## config.mk

```make
export PLATFORM = sky130hd
export DESIGN_NAME = stego_encoder
export DESIGN_NICKNAME = d
export VERILOG_FILES = /design/src/rtl/stego_encoder.sv
export SDC_FILE = /design/constraint.sdc
export NUM_CORES = 1
export LEC_CHECK = 0
export CAP_MARGIN = 20
export CELL_PAD_IN_SITES_DETAIL_PLACEMENT = 1
export CELL_PAD_IN_SITES_GLOBAL_PLACEMENT = 2
export CORE_UTILIZATION = 32
export CTS_BUF_LIST = sky130_fd_sc_hd__clkbuf_16
export CTS_CLUSTER_SIZE = 28
export DETAILED_ROUTE_END_ITERATION = 10
export GPL_ROUTABILITY_DRIVEN = 0
export PLACE_DENSITY = 0.82
export SLEW_MARGIN = 20
export SYNTH_ARGS = -nofsm -noshare
export SYNTH_HDL_FRONTEND = slang
export SYNTH_SLANG_ARGS = --single-unit
```

## constraint.sdc

```tcl
create_clock -name clk -period 3.1 [get_ports clk]
set_input_delay 0.62 -clock clk [delete_from_list [all_inputs] [get_ports clk]]
set_output_delay 0.62 -clock clk [all_outputs]
set_load 0.01 [all_outputs]
```

## src/rtl/stego_encoder.sv

```systemverilog
// Stego encoder: hides a length header and then a payload in bits [1:0] of
// a stream of cover bytes, two bits per cover byte, MS pair first.
module stego_encoder #(
  parameter int LEN_W     = 24,
  parameter bit PASS_THRU = 1'b1
) (
  input  logic             clk,
  input  logic             rst_n,
  input  logic             start_i,
  input  logic [LEN_W-1:0] len_bits_i,
  input  logic [7:0]       pay_data_i,
  input  logic             pay_valid_i,
  output logic             pay_ready_o,
  input  logic [7:0]       cov_data_i,
  input  logic             cov_valid_i,
  output logic             cov_ready_o,
  output logic [7:0]       st_data_o,
  output logic             st_valid_o,
  input  logic             st_ready_i,
  output logic             busy_o,
  output logic             done_o,
  output logic [LEN_W-1:0] bytes_done_o
);

  localparam int HDR_BYTES = LEN_W / 8;
  localparam int HW        = $clog2(HDR_BYTES + 1);

  typedef enum logic [2:0] {
    S_IDLE,
    S_HDR,
    S_LOAD,
    S_EMBED,
    S_PASS
  } state_e;

  localparam state_e S_EXIT = PASS_THRU ? S_PASS : S_IDLE;

  state_e           state_q, state_d;
  logic [7:0]       sym_q, sym_d;
  logic [1:0]       p_q, p_d;
  logic [HW-1:0]    h_q, h_d;
  logic [LEN_W-1:0] len_q, len_d;
  logic [LEN_W-1:0] hdr_q, hdr_d;
  logic [LEN_W-1:0] bytes_done_q, bytes_done_d;
  logic [7:0]       st_data_q, st_data_d;
  logic             st_valid_q, st_valid_d;
  logic             done_q, done_d;

  logic [LEN_W-1:0] nbytes;
  logic [LEN_W-1:0] hdr_shift;
  logic [1:0]       pair;
  logic             cov_ready;
  logic             cov_fire;
  logic             pay_fire;

  // Next-state, handshakes and output-register update.
  always_comb begin
    state_d      = state_q;
    sym_d        = sym_q;
    p_d          = p_q;
    h_d          = h_q;
    len_d        = len_q;
    hdr_d        = hdr_q;
    bytes_done_d = bytes_done_q;
    st_data_d    = st_data_q;
    st_valid_d   = st_valid_q;
    done_d       = 1'b0;

    // Fractional-byte bits of the length travel in the header only.
    nbytes    = len_q >> 3;
    hdr_shift = hdr_q << 8;

    case (p_q)
      2'd0:    pair = sym_q[7:6];
      2'd1:    pair = sym_q[5:4];
      2'd2:    pair = sym_q[3:2];
      default: pair = sym_q[1:0];
    endcase

    cov_ready = (state_q == S_HDR || state_q == S_EMBED || state_q == S_PASS) &&
                (!st_valid_q || st_ready_i);
    cov_fire  = cov_ready && cov_valid_i;
    pay_fire  = (state_q == S_LOAD) && pay_valid_i;

    if (cov_fire) begin
      st_valid_d = 1'b1;
      st_data_d  = (state_q == S_PASS) ? cov_data_i : {cov_data_i[7:2], pair};
    end else if (st_ready_i) begin
      st_valid_d = 1'b0;
    end

    case (state_q)
      S_IDLE, S_PASS: begin
        if (start_i) begin
          state_d      = S_HDR;
          len_d        = len_bits_i;
          hdr_d        = len_bits_i;
          sym_d        = len_bits_i[LEN_W-1 -: 8];
          h_d          = '0;
          p_d          = '0;
          bytes_done_d = '0;
        end
      end
      S_HDR: begin
        if (cov_fire) begin
          p_d = p_q + 2'd1;
          if (p_q == 2'd3) begin
            if (h_q == HW'(HDR_BYTES - 1)) begin
              if (nbytes != '0) begin
                state_d = S_LOAD;
              end else begin
                done_d  = 1'b1;
                state_d = S_EXIT;
              end
            end else begin
              h_d   = h_q + HW'(1);
              hdr_d = hdr_shift;
              sym_d = hdr_shift[LEN_W-1 -: 8];
            end
          end
        end
      end
      S_LOAD: begin
        if (pay_fire) begin
          sym_d   = pay_data_i;
          p_d     = '0;
          state_d = S_EMBED;
        end
      end
      S_EMBED: begin
        if (cov_fire) begin
          p_d = p_q + 2'd1;
          if (p_q == 2'd3) begin
            if (bytes_done_q != nbytes) bytes_done_d = bytes_done_q + LEN_W'(1);
            if (bytes_done_q + LEN_W'(1) == nbytes) begin
              done_d  = 1'b1;
              state_d = S_EXIT;
            end else begin
              state_d = S_LOAD;
            end
          end
        end
      end
      default: state_d = S_IDLE;
    endcase
  end

  // FSM state register.
  always_ff @(posedge clk or negedge rst_n) begin
    if (!rst_n) state_q <= S_IDLE;
    else        state_q <= state_d;
  end

  // Datapath, counters and output register.
  always_ff @(posedge clk or negedge rst_n) begin
    if (!rst_n) begin
      sym_q        <= '0;
      p_q          <= '0;
      h_q          <= '0;
      len_q        <= '0;
      hdr_q        <= '0;
      bytes_done_q <= '0;
      st_data_q    <= '0;
      st_valid_q   <= 1'b0;
      done_q       <= 1'b0;
    end else begin
      sym_q        <= sym_d;
      p_q          <= p_d;
      h_q          <= h_d;
      len_q        <= len_d;
      hdr_q        <= hdr_d;
      bytes_done_q <= bytes_done_d;
      st_data_q    <= st_data_d;
      st_valid_q   <= st_valid_d;
      done_q       <= done_d;
    end
  end

  assign pay_ready_o  = (state_q == S_LOAD);
  assign cov_ready_o  = cov_ready;
  assign st_data_o    = st_data_q;
  assign st_valid_o   = st_valid_q;
  assign busy_o       = (state_q == S_HDR || state_q == S_LOAD || state_q == S_EMBED);
  assign done_o       = done_q;
  assign bytes_done_o = bytes_done_q;

endmodule

```

=== Word-level counts from Yosys, hierarchy flattened ===
Index checks and enable logic that the tools add are counted.

* Output and inout bits: 37
* Logic and storage cells: 104
* Register bits after elaboration: 89

* Reductions and logical operators: 25
* Multiplexer cells: 46
* $add $sub $neg: 3
* Equality and inequality tests: 20

{| class="wikitable"
|+ Operators with widths
! operator !! count
|-
| $mux W24 || 4
|-
| $mux W16 || 4
|-
| $pmux W24 S2 || 1
|-
| $mux W8 || 5
|-
| $pmux W16 S2 || 1
|-
| $mux W3 || 9
|-
| $add A24 B1 Y24 const B || 1
|-
| $eq A24 B21 Y1 || 1
|-
| $ne A24 B21 Y1 || 1
|-
| $pmux W8 S3 || 1
|-
| $reduce_bool A24 Y1 || 1
|-
| $mux W2 || 7
|-
| $ne A2 B1 Y1 const B || 6
|-
| $pmux W2 S3 || 2
|-
| $pmux W3 S4 || 1
|-
| $reduce_and A5 Y1 || 2
|-
| $mux W1 || 9
|-
| $ne A2 B2 Y1 const B || 4
|-
| $reduce_and A7 Y1 || 1
|-
| $eq A2 B2 Y1 const B || 3
|-
| $eq A3 B2 Y1 const B || 2
|-
| $reduce_and A6 Y1 || 1
|-
| $reduce_bool A2 Y1 || 3
|-
| $reduce_bool A3 Y1 || 2
|-
| other kinds (14) || 22
|}

=== Depth between registers and ports, before layout ===
Gate-level depths: netlist of run 1.

* Depth after elaboration: 7
* Mapped depth: 10
* Gate-level depth less buffers: 8

=== Worst setup path after synthesis of run 1 ===
Ideal clock, no wire load.

* Path kind: reg2reg
* Start point: reg bytes_done_q[0] (netlist: bytes_done_o[0])
* End point: reg state_q[2]
* Period minus slack after synthesis: 2.563 ns
* Setup slack: 0.537 ns
* Arrival: 2.483 ns
* Stages on the path, launching flop included: 10
* Library setup time: 0.081 ns
* Required time: 3.019 ns
* Path through: dfrtp_1 -> ha_1 -> nand4_4 -> nor4_2 -> buf_4 -> a21oi_2 -> a2111oi_4 -> o2111ai_1 -> or3_4 -> o211ai_2

* Longest elaborated chain between the ends: 6

{| class="wikitable"
|+ RTL lines
! what !! RTL line !! source
|-
| start, declared || 44 || <nowiki>logic [LEN_W-1:0] bytes_done_q, bytes_done_d;</nowiki>
|-
| start signal, assigned || 172 || <nowiki>bytes_done_q <= bytes_done_d;</nowiki>
|-
| $add A24 B1 Y24 || 135 || <nowiki>if (bytes_done_q + LEN_W'(1) == nbytes) begin</nowiki>
|-
| $eq A24 B21 Y1 || 135 ||
|-
| $mux W3 || 135 ||
|-
| $mux W3 || 133 || <nowiki>if (p_q == 2'd3) begin</nowiki>
|-
| $mux W3 || 131 || <nowiki>if (cov_fire) begin</nowiki>
|-
| $pmux W3 S4 || 92 || <nowiki>case (state_q)</nowiki>
|-
| end signal, assigned || 151 || <nowiki>else state_q <= state_d;</nowiki>
|-
| end, declared || 38 || <nowiki>state_e state_q, state_d;</nowiki>
|}

Every way passes these cells. The select of a mux whose other input is x is not followed.
A chain may end at the register's enable or synchronous reset.

=== Final worst setup path of run 1 ===
* Start point: reg bytes_done_q[1] (netlist: bytes_done_o[1])
* End point: reg state_q[2]

The elaborated chain is that of the path after synthesis.

==> impl_results.md, run 1 <==
- Critical path capture point type: register
- Die height: 126 um
- Instance count of the mapped netlist: 558
- WL met2: 7670 um
- Post-detailed-route DRC marker count: 0
- Antenna cells: 0
- Most frequent cells in the layout: sky130_fd_sc_hd__nand2_1, sky130_fd_sc_hd__dfrtp_1, sky130_fd_sc_hd__clkdlybuf4s50_1, sky130_fd_sc_hd__nor2_1, sky130_fd_sc_hd__xor2_1
- Antenna-violating nets left: 0
- Number of iterations in the first detailed-routing pass: 5
- Most area-consuming cells after synthesis: sky130_fd_sc_hd__dfrtp_1, sky130_fd_sc_hd__nand2_1, sky130_fd_sc_hd__xor2_1
- Unrepaired setup endpoints after global routing: no
- Clock tree from TritonCTS: done
- Data arrival time at the worst-slack endpoint: 3.08 ns
- Layout Utilization: 0.414
- Layout overhead on the synthesized area: 26.6%
- Core outline area: 15100 sq um
- Total vias in the final route: 4495
- Num ports: 83
- Overall power after layout: 3.49 mW
- Global-route wire length before repair: 25500 um
- Synthesized area: 4950 sq um
- Worst-skew pair later-pin latency: 0.36 ns
- Post-Synthesis Mean Instance Area: 8.88 sq um
- Class of the most critical hold timing path: input port to async pin
- Worst path required time: 3.38 ns
- Yosys warning total: 0
- Post-route fraction of the period consumed by the critical path: 0.903
- Proportion of synthesized chip area in sequential cells: 0.435
- Vias in the first global route: 4689
- Average wire per standard cell: 18.8 um
- Cell type with the largest total area after synthesis: sky130_fd_sc_hd__dfrtp_1
- Area fraction of the dominant cell type after synthesis: 0.435
- Footprint of the multi-input gates: 2590 sq um
- Max transition margin: 0.526
- Slew Viols, Final: 0
- Cts hold-fix bufs: 0
- Top Layer Used: met4
- Number of synthesized register bits: 86
- Most used flip-flop cell after synthesis: sky130_fd_sc_hd__dfrtp_1
- Syn Nets: 610
- Final wirelength: 15600 um
- All-Layer GR Usage: 0.207
- Final Non-Filler Cells: 830
- Power density over the cells: 556 nW/um^2
- Die W: 126 um
- PortBufs: 82
- Final Hold Viols: 0
- Source of the worst register-to-register timing path: bytes_done_o[1]
- Actual slew at the worst max-slew pin: 0.711 ns
- Inst Count DP: 814
- Count of H-tree levels built during CTS: 3
- Worst r2r path cells: 8
- CTS buffer count: 9
- Fraction of synthesis flops using an asynchronous set or reset pin: 1.00
- Effective utilization at floorplan: 0.327
- Met1 Routed Length: 7190 um
- Largest clock skew in the final design: 0.00737 ns
- DRT iter0 DRCs: 269
- Setup slack on the worst flop-to-flop path: 0.30 ns
- Synth unique cells: 63
- Worst-case vdd ir drop: 0.000429 V
- Last element of the critical path: state_q[2]
- Net total in the final layout: 689
- Fraction of final layout cells sized beyond drive strength 1: 0.0935
- Met3 Wirelength: 504 um
- CP startpoint: bytes_done_o[1]
- Global-route congestion overflow total: 0
- Endpoint of the worst register-to-register path: state_q[2]
- Maximum clock frequency: 357 MHz
- Post-detail-place hpwl: 11500 um
- Post-route setup slack: 0.299 ns
- CTS clk-pin slew, worst paths: 0.07 ns
- Post-CTS Setup Bufs: 0
- Setup slack at placement: 0.298 ns
- Status: finished, final reports clean
- Setup violation total in the final timing report: 0
- Leakage component of the power: 2.77 nW
- Category of the critical setup timing path: register to register
- PostCTS Resize Cnt: 0
- Count of standard-cell rows: 45
- CP Launch Type: register
- Antenna violations before repair: 0
- Worst-path fanout max: 10
- Max Cap Violations: 0
- Max Buffers Root-to-Sink: 2
- Pin count of the biggest net entering global routing: 51
- Die footprint: 16000 sq um
- Vias per inst: 5.42
- Period minus WS final: 2.80 ns
- Most common library cell in the layout ignoring fill and taps: sky130_fd_sc_hd__nand2_1
- Fillers: 1743
- Clock root buffer master: sky130_fd_sc_hd__clkbuf_16
- Number of flops mapped to enable cells by yosys: 0
- Post-route setup TNS: 0 ns
- FF/Latch Area: 2150 sq um
- Total number of clock tree sinks: 86
==> critical path, stage by stage (launching register included) <==
cell and delay (ns):
sky130_fd_sc_hd__dfrtp_1 0.46, sky130_fd_sc_hd__ha_1 0.33, sky130_fd_sc_hd__nand4_4 0.22, sky130_fd_sc_hd__o21a_1 0.24
sky130_fd_sc_hd__a2111o_1 0.37, sky130_fd_sc_hd__nor4_1 0.30, sky130_fd_sc_hd__o2111ai_1 0.22, sky130_fd_sc_hd__or3_4 0.44
sky130_fd_sc_hd__o211ai_2 0.13
==> cells by family after synthesis <==
kind of cell / share of synthesized area
AND/OR/NAND/NOR: 0.254
AO/OA/AOI/OAI: 0.134
buffers and inverters: 0.0417
flip-flops: 0.435
multiplexers: 0.0470
adder cells (fa/ha/maj): 0.0152
XOR/XNOR: 0.0743
==> metal layers <==
layer  vias to the layer above  global-route usage
met5                         -                   0
met3                        16              0.0308
met2                        78               0.343
met4                         0              0.0815
li1                       2111                   -
met1                      2290               0.272
==> registers in the layout, indices dropped and copies added, names as in the netlist <==
register,count
st_valid_o,1
hdr_q,16
state_q,3
len_q,21
st_data_o,8
done_o,1
bytes_done_o,24
sym_q,8
h_q,2
p_q,2
==> report_power, final <==
| part | internal, mW | switching [mW] |
|---|---|---|
| Combinational | 0.509 | 0.522 |
| Clock | 0.547 | 0.504 |
| Sequential | 1.27 | 0.138 |
==> worst min-delay path by stage <==
stage | startpoint | endpoint | cells after the start
floorplan | rst_n | bytes_done_o[0] | 0
global placement | st_data_o[1] | st_data_o[1] | 2
detailed placement | st_data_o[1] | st_data_o[1] | 2
CTS | rst_n | st_data_o[4] | 1
global route | rst_n | st_data_o[4] | 1
finish | rst_n | st_data_o[4] | 1
==> Yosys cell counts (all sizes together) (12+ instances only) <==
master and count:
buf 15, a21oi 27, nor2 60, inv 13
xor2 31, clkbuf 17, nand3 14, o21ai 17
mux2i 12, dfrtp 86, nand2 109, nand4 19
nor4 12
==> cell type report <==
cell class              count  area share
clock buffers               9      0.0359
well taps                 188      0.0375
inverters                  13     0.00778
repair buffers            100       0.154
multi-input cells         427       0.414
clock inverters             7     0.00798
flip-flops and latches     86       0.343
==> through the flow <==
step	instance area (sq um)	hold slack (ns)
6_report	6270	0.302
5_1_grt	6270	0.364
4_1_cts	6270	0.335
3_5_place_dp	6000	0.486
3_3_place_gp	6000	0.470
2_1_floorplan	4950	0.324
No activity file was read; power rests on OpenSTA's default activity.
==> inputs of run 2 (changes only) <==
- REMOVE_ABC_BUFFERS: not set -> 1
==> impl_results.md, run 2 (synthesis results as in run 1) <==
- Class of the most critical hold timing path: input port to async pin
- Post-CTS Setup Bufs: 0
- Largest clock skew in the final design: 0.00743 ns
- Fraction of final layout cells sized beyond drive strength 1: 0.0920
- CTS buffer count: 9
- Count of H-tree levels built during CTS: 3
- Peak per-stage delay on the critical path: 0.47 ns
- Cell-by-cell listing of the critical path: ha_1 -> nand4_4 -> o21a_1 -> a2111o_1 -> nor4_1 -> o2111ai_1 -> or3_4 -> o211ai_2
- Combinational share of power: 0.301
- Final Hold Viols: 0
- Number of flip-flops in the largest register: 24
- Slew Viols, Final: 0
- Maximum clock frequency: 349 MHz
- Total number of clock tree sinks: 86
- Switching power share of the total: 0.329
- Cell-internal power: 2.33 mW
- Post-detailed-route DRC marker count: 0
- Vias per inst: 5.43
- Layout Utilization: 0.413
- Cts hold-fix bufs: 0
- Final standard cell area without fillers: 6260 sq um
- Cell with the largest stage delay on the worst path: sky130_fd_sc_hd__or3_4
- Power density over the cells: 554 nW/um^2
- Global-route congestion overflow total: 0
- Switching power summed over all nets: 1.14 mW
- Die W: 126 um
- Net total in the final layout: 688
- Total vias in the final route: 4502
- Number of iterations in the first detailed-routing pass: 4
- Layout overhead on the synthesized area: 26.5%
- Pin count of the biggest net entering global routing: 52
- Most common library cell in the layout ignoring fill and taps: sky130_fd_sc_hd__nand2_1
- Period minus WS final: 2.87 ns
- Antenna-violating nets left: 0
- Max Buffers Root-to-Sink: 2
- DRT iter0 DRCs: 280
- Setup violation total in the final timing report: 0
- Final wirelength: 15500 um
- Largest delay contributor family on the critical path: compound AO/OA/AOI/OAI gates
- Overall power after layout: 3.47 mW
- Most frequent cells in the layout: sky130_fd_sc_hd__nand2_1, sky130_fd_sc_hd__dfrtp_1, sky130_fd_sc_hd__clkdlybuf4s50_1, sky130_fd_sc_hd__nor2_1, sky130_fd_sc_hd__xor2_1
- Buffers and inverters on the worst path: 0
- PortBufs: 82
- Die height: 126 um
- Worst-path fanout max: 10
- Max Cap Violations: 0
- Count of standard-cell rows: 45
- Max transition margin: 0.526
- Data arrival time at the worst-slack endpoint: 3.13 ns
- Worst-case vdd ir drop: 0.000366 V
- Leakage component of the power: 2.76 nW
- Effective utilization at floorplan: 0.327
- Post-route fraction of the period consumed by the critical path: 0.925
- Category of the critical setup timing path: register to register
- Post-route setup TNS: 0 ns
- Status: finished, final reports clean
- All-Layer GR Usage: 0.206
- Num ports: 83
- Antenna cells: 0
- Area post-placement: 5990 sq um
- Proportion of power drawn by the clock network: 0.297
- CP Launch Type: register
- Vias in the first global route: 4783
- Worst-skew pair later-pin latency: 0.35 ns
- Clock root buffer master: sky130_fd_sc_hd__clkbuf_16
- Clock tree from TritonCTS: done
- Actual slew at the worst max-slew pin: 0.711 ns
- Global-route wire length before repair: 25800 um
- Antenna violations before repair: 0
- Worst path required time: 3.37 ns
- Core outline area: 15100 sq um
- Unrepaired setup endpoints after global routing: no
- Sequential Power Share: 0.402
- PostCTS Resize Cnt: 0
- Post-detail-place hpwl: 11500 um
- CTS clk-pin slew, worst paths: 0.07 ns
- Die footprint: 16000 sq um
- Critical path capture point type: register
- Average wire per standard cell: 18.7 um
## run 2: layout make-up
class                      instances  area [sq um]
clock buffer                       9           225
clock inverter                     7          48.8
fill                            1773          8880
inverter                          13          48.8
multi-input combinational        427          2590
sequential                        86          2150
tap                              188           235
timing repair buffer              99           958
## run 2: final timing paths
kind                                 start           end  slack (ns)  cells past startpoint
max                        bytes_done_o[0]    state_q[2]        0.23                      8
min                                  rst_n  st_data_o[4]        0.33                      1
max reg2reg                bytes_done_o[0]    state_q[2]        0.23                      8
min reg2reg                   st_data_o[1]  st_data_o[1]        0.50                      2
max in group asynchronous            rst_n      hdr_q[9]        2.11                      2
min in group clk              st_data_o[1]  st_data_o[1]        0.50                      2
## run 2: through the flow
step	hold WS, ns	setup slack, ns	std cells
detailed placement	0.489	0.323	813
global placement	0.469	0.449	813
finish	0.332	0.234	829
floorplan	0.324	0.261	526
global route	0.390	0.107	829
CTS	0.346	0.303	829
## run 2: worst reg2reg max path, stage by stage, from the launching register on
cell	delay [ns]
sky130_fd_sc_hd__dfrtp_1	0.37
sky130_fd_sc_hd__ha_1	0.29
sky130_fd_sc_hd__nand4_4	0.23
sky130_fd_sc_hd__o21a_1	0.27
sky130_fd_sc_hd__a2111o_1	0.38
sky130_fd_sc_hd__nor4_1	0.34
sky130_fd_sc_hd__o2111ai_1	0.30
sky130_fd_sc_hd__or3_4	0.47
sky130_fd_sc_hd__o211ai_2	0.15
## run 2: power groups by stage
stage                     Clock, mW  Sequential (mW)  Combinational (mW)
after global placement            0             1.40                1.01
after floorplan                   0             1.43               0.528
after detailed placement          0             1.42                1.04
after CTS                      1.07             1.39                1.05
after global routing           1.11             1.42                1.15
final                          1.03             1.40                1.04
## run 2: metal layers
| layer | vias to the layer above | global-route usage | share of wire |
|---|---|---|---|
| met5 | - | 0 | 0 |
| met4 | 0 | 0.0730 | 0.019 |
| met3 | 26 | 0.0257 | 0.024 |
| met2 | 78 | 0.348 | 0.49 |
| met1 | 2292 | 0.271 | 0.46 |
| li1 | 2106 | - | - |
==> inputs of run 3 (changes only) <==
- CORE_MARGIN: not set -> 2
==> impl_results.md, run 3 (synthesis results as in run 1) <==
- Status: finished, final reports clean
- Layout overhead on the synthesized area: 26.6%
- Final wirelength: 15300 um
- Setup violation total in the final timing report: 0
- Post-route fraction of the period consumed by the critical path: 0.902
- Layout Utilization: 0.414
- Largest delay contributor family on the critical path: simple AND/OR/NAND/NOR gates
- Net total in the final layout: 689
- Maximum clock frequency: 358 MHz
- All-Layer GR Usage: 0.193
- Max Buffers Root-to-Sink: 2
- Post-CTS Setup Bufs: 0
- Buffers and inverters on the worst path: 0
- Data arrival time at the worst-slack endpoint: 3.07 ns
- Worst path required time: 3.37 ns
- Count of standard-cell rows: 45
- Largest clock skew in the final design: 0.00806 ns
- Post-detailed-route DRC marker count: 0
- Inst Count DP: 814
- Antenna cells: 0
- Area post-placement: 6000 sq um
- Vias per inst: 5.39
- Unrepaired setup endpoints after global routing: no
- Die footprint: 16500 sq um
- Fraction of final layout cells sized beyond drive strength 1: 0.0950
- Fin Hold WS: 0.308 ns
- Post-route setup TNS: 0 ns
- Number of flip-flops in the largest register: 24
- Die height: 128 um
- Critical path capture point type: register
- CTS buffer count: 9
- Peak per-stage delay on the critical path: 0.59 ns
- Global-route congestion overflow total: 0
- CTS clk-pin slew, worst paths: 0.07 ns
- Average wire per standard cell: 18.5 um
- Class of the most critical hold timing path: input port to async pin
- Pin count of the biggest net entering global routing: 53
- Actual slew at the worst max-slew pin: 0.761 ns
- Most common library cell in the layout ignoring fill and taps: sky130_fd_sc_hd__nand2_1
- Clock root buffer master: sky130_fd_sc_hd__clkbuf_16
- Effective utilization at floorplan: 0.327
- Global-route wire length before repair: 24800 um
- CP Launch Type: register
- Count of H-tree levels built during CTS: 3
- Vias in the first global route: 4671
- Final Hold Viols: 0
- DRT iter0 DRCs: 211
- Worst-path fanout max: 10
- Final Non-Filler Cells: 830
- Max Cap Violations: 0
- Post-route setup slack: 0.304 ns
- Cell-by-cell listing of the critical path: nand4_4 -> o21a_1 -> a2111o_1 -> nor4_1 -> o2111ai_1 -> or3_4 -> o211ai_2
- Slew Viols, Final: 0
- Period minus WS final: 2.80 ns
- Post-detail-place hpwl: 11400 um
- Overall power after layout: 3.48 mW
- Most frequent cells in the layout: sky130_fd_sc_hd__nand2_1, sky130_fd_sc_hd__dfrtp_1, sky130_fd_sc_hd__clkdlybuf4s50_1, sky130_fd_sc_hd__nor2_1, sky130_fd_sc_hd__xor2_1
- Die W: 128 um
- Total number of clock tree sinks: 86
- Fillers: 1723
- PortBufs: 82
- Leakage component of the power: 2.77 nW
- Category of the critical setup timing path: register to register
- Max transition margin: 0.488
- Setup slack at placement: 0.342 ns
- Clock tree from TritonCTS: done
- Num ports: 83
- Antenna-violating nets left: 0
- Worst-skew pair later-pin latency: 0.35 ns
- Cell with the largest stage delay on the worst path: sky130_fd_sc_hd__dfrtp_1
- PostCTS Resize Cnt: 0
- Power density over the cells: 555 nW/um^2
- Number of iterations in the first detailed-routing pass: 4
- Cts hold-fix bufs: 0
- Worst-case vdd ir drop: 0.000264 V
- Core outline area: 15100 sq um
- Final standard cell area without fillers: 6270 sq um
- Total vias in the final route: 4477
- Antenna violations before repair: 0
run 3: changes by cell type in the layout (fill, tap and decap cells not counted):
| cell | delta |
|---|---|
| sky130_fd_sc_hd__buf_4 | +1 |
| sky130_fd_sc_hd__inv_6 | -1 |
| sky130_fd_sc_hd__clkinv_4 | +1 |
| sky130_fd_sc_hd__clkinv_2 | +1 |
| sky130_fd_sc_hd__inv_1 | +1 |
| sky130_fd_sc_hd__clkinv_1 | -2 |
run 3: cell type report:
class	count	area [sq um]	area share
flip-flops and latches	86	2150	0.343
well taps	188	235	0.0375
repair buffers	100	966	0.154
clock buffers	9	225	0.0359
clock inverters	7	50.0	0.00798
multi-input cells	427	2590	0.414
inverters	13	48.8	0.00778
run 3: report_power, final:
group          total [mW]  switching [mW]  internal (mW)
Clock                1.04           0.495          0.545
Combinational        1.05           0.534          0.514
Sequential           1.39           0.125           1.27
Total                3.48            1.15           2.32
run 3: path summary, 6_finish.rpt:
path | start | endpoint | slack [ns] | depth (start not counted)
max in group asynchronous | rst_n | bytes_done_o[3] | 2.13 | 2
hold reg to reg | st_data_o[0] | st_data_o[0] | 0.49 | 2
hold / removal | rst_n | st_data_o[5] | 0.31 | 1
min in group clk | st_data_o[0] | st_data_o[0] | 0.49 | 2
setup reg to reg | bytes_done_o[3] | state_q[2] | 0.30 | 7
setup / recovery | bytes_done_o[3] | state_q[2] | 0.30 | 7
run 3: routing by layer:
metal | track usage | wire, um | vias to the layer above
met3 | 0.0249 | 498 | 20
li1 | - | - | 2116
met1 | 0.260 | 7060 | 2262
met5 | 0 | 0 | -
met4 | 0.0711 | 282 | 0
met2 | 0.321 | 7500 | 79
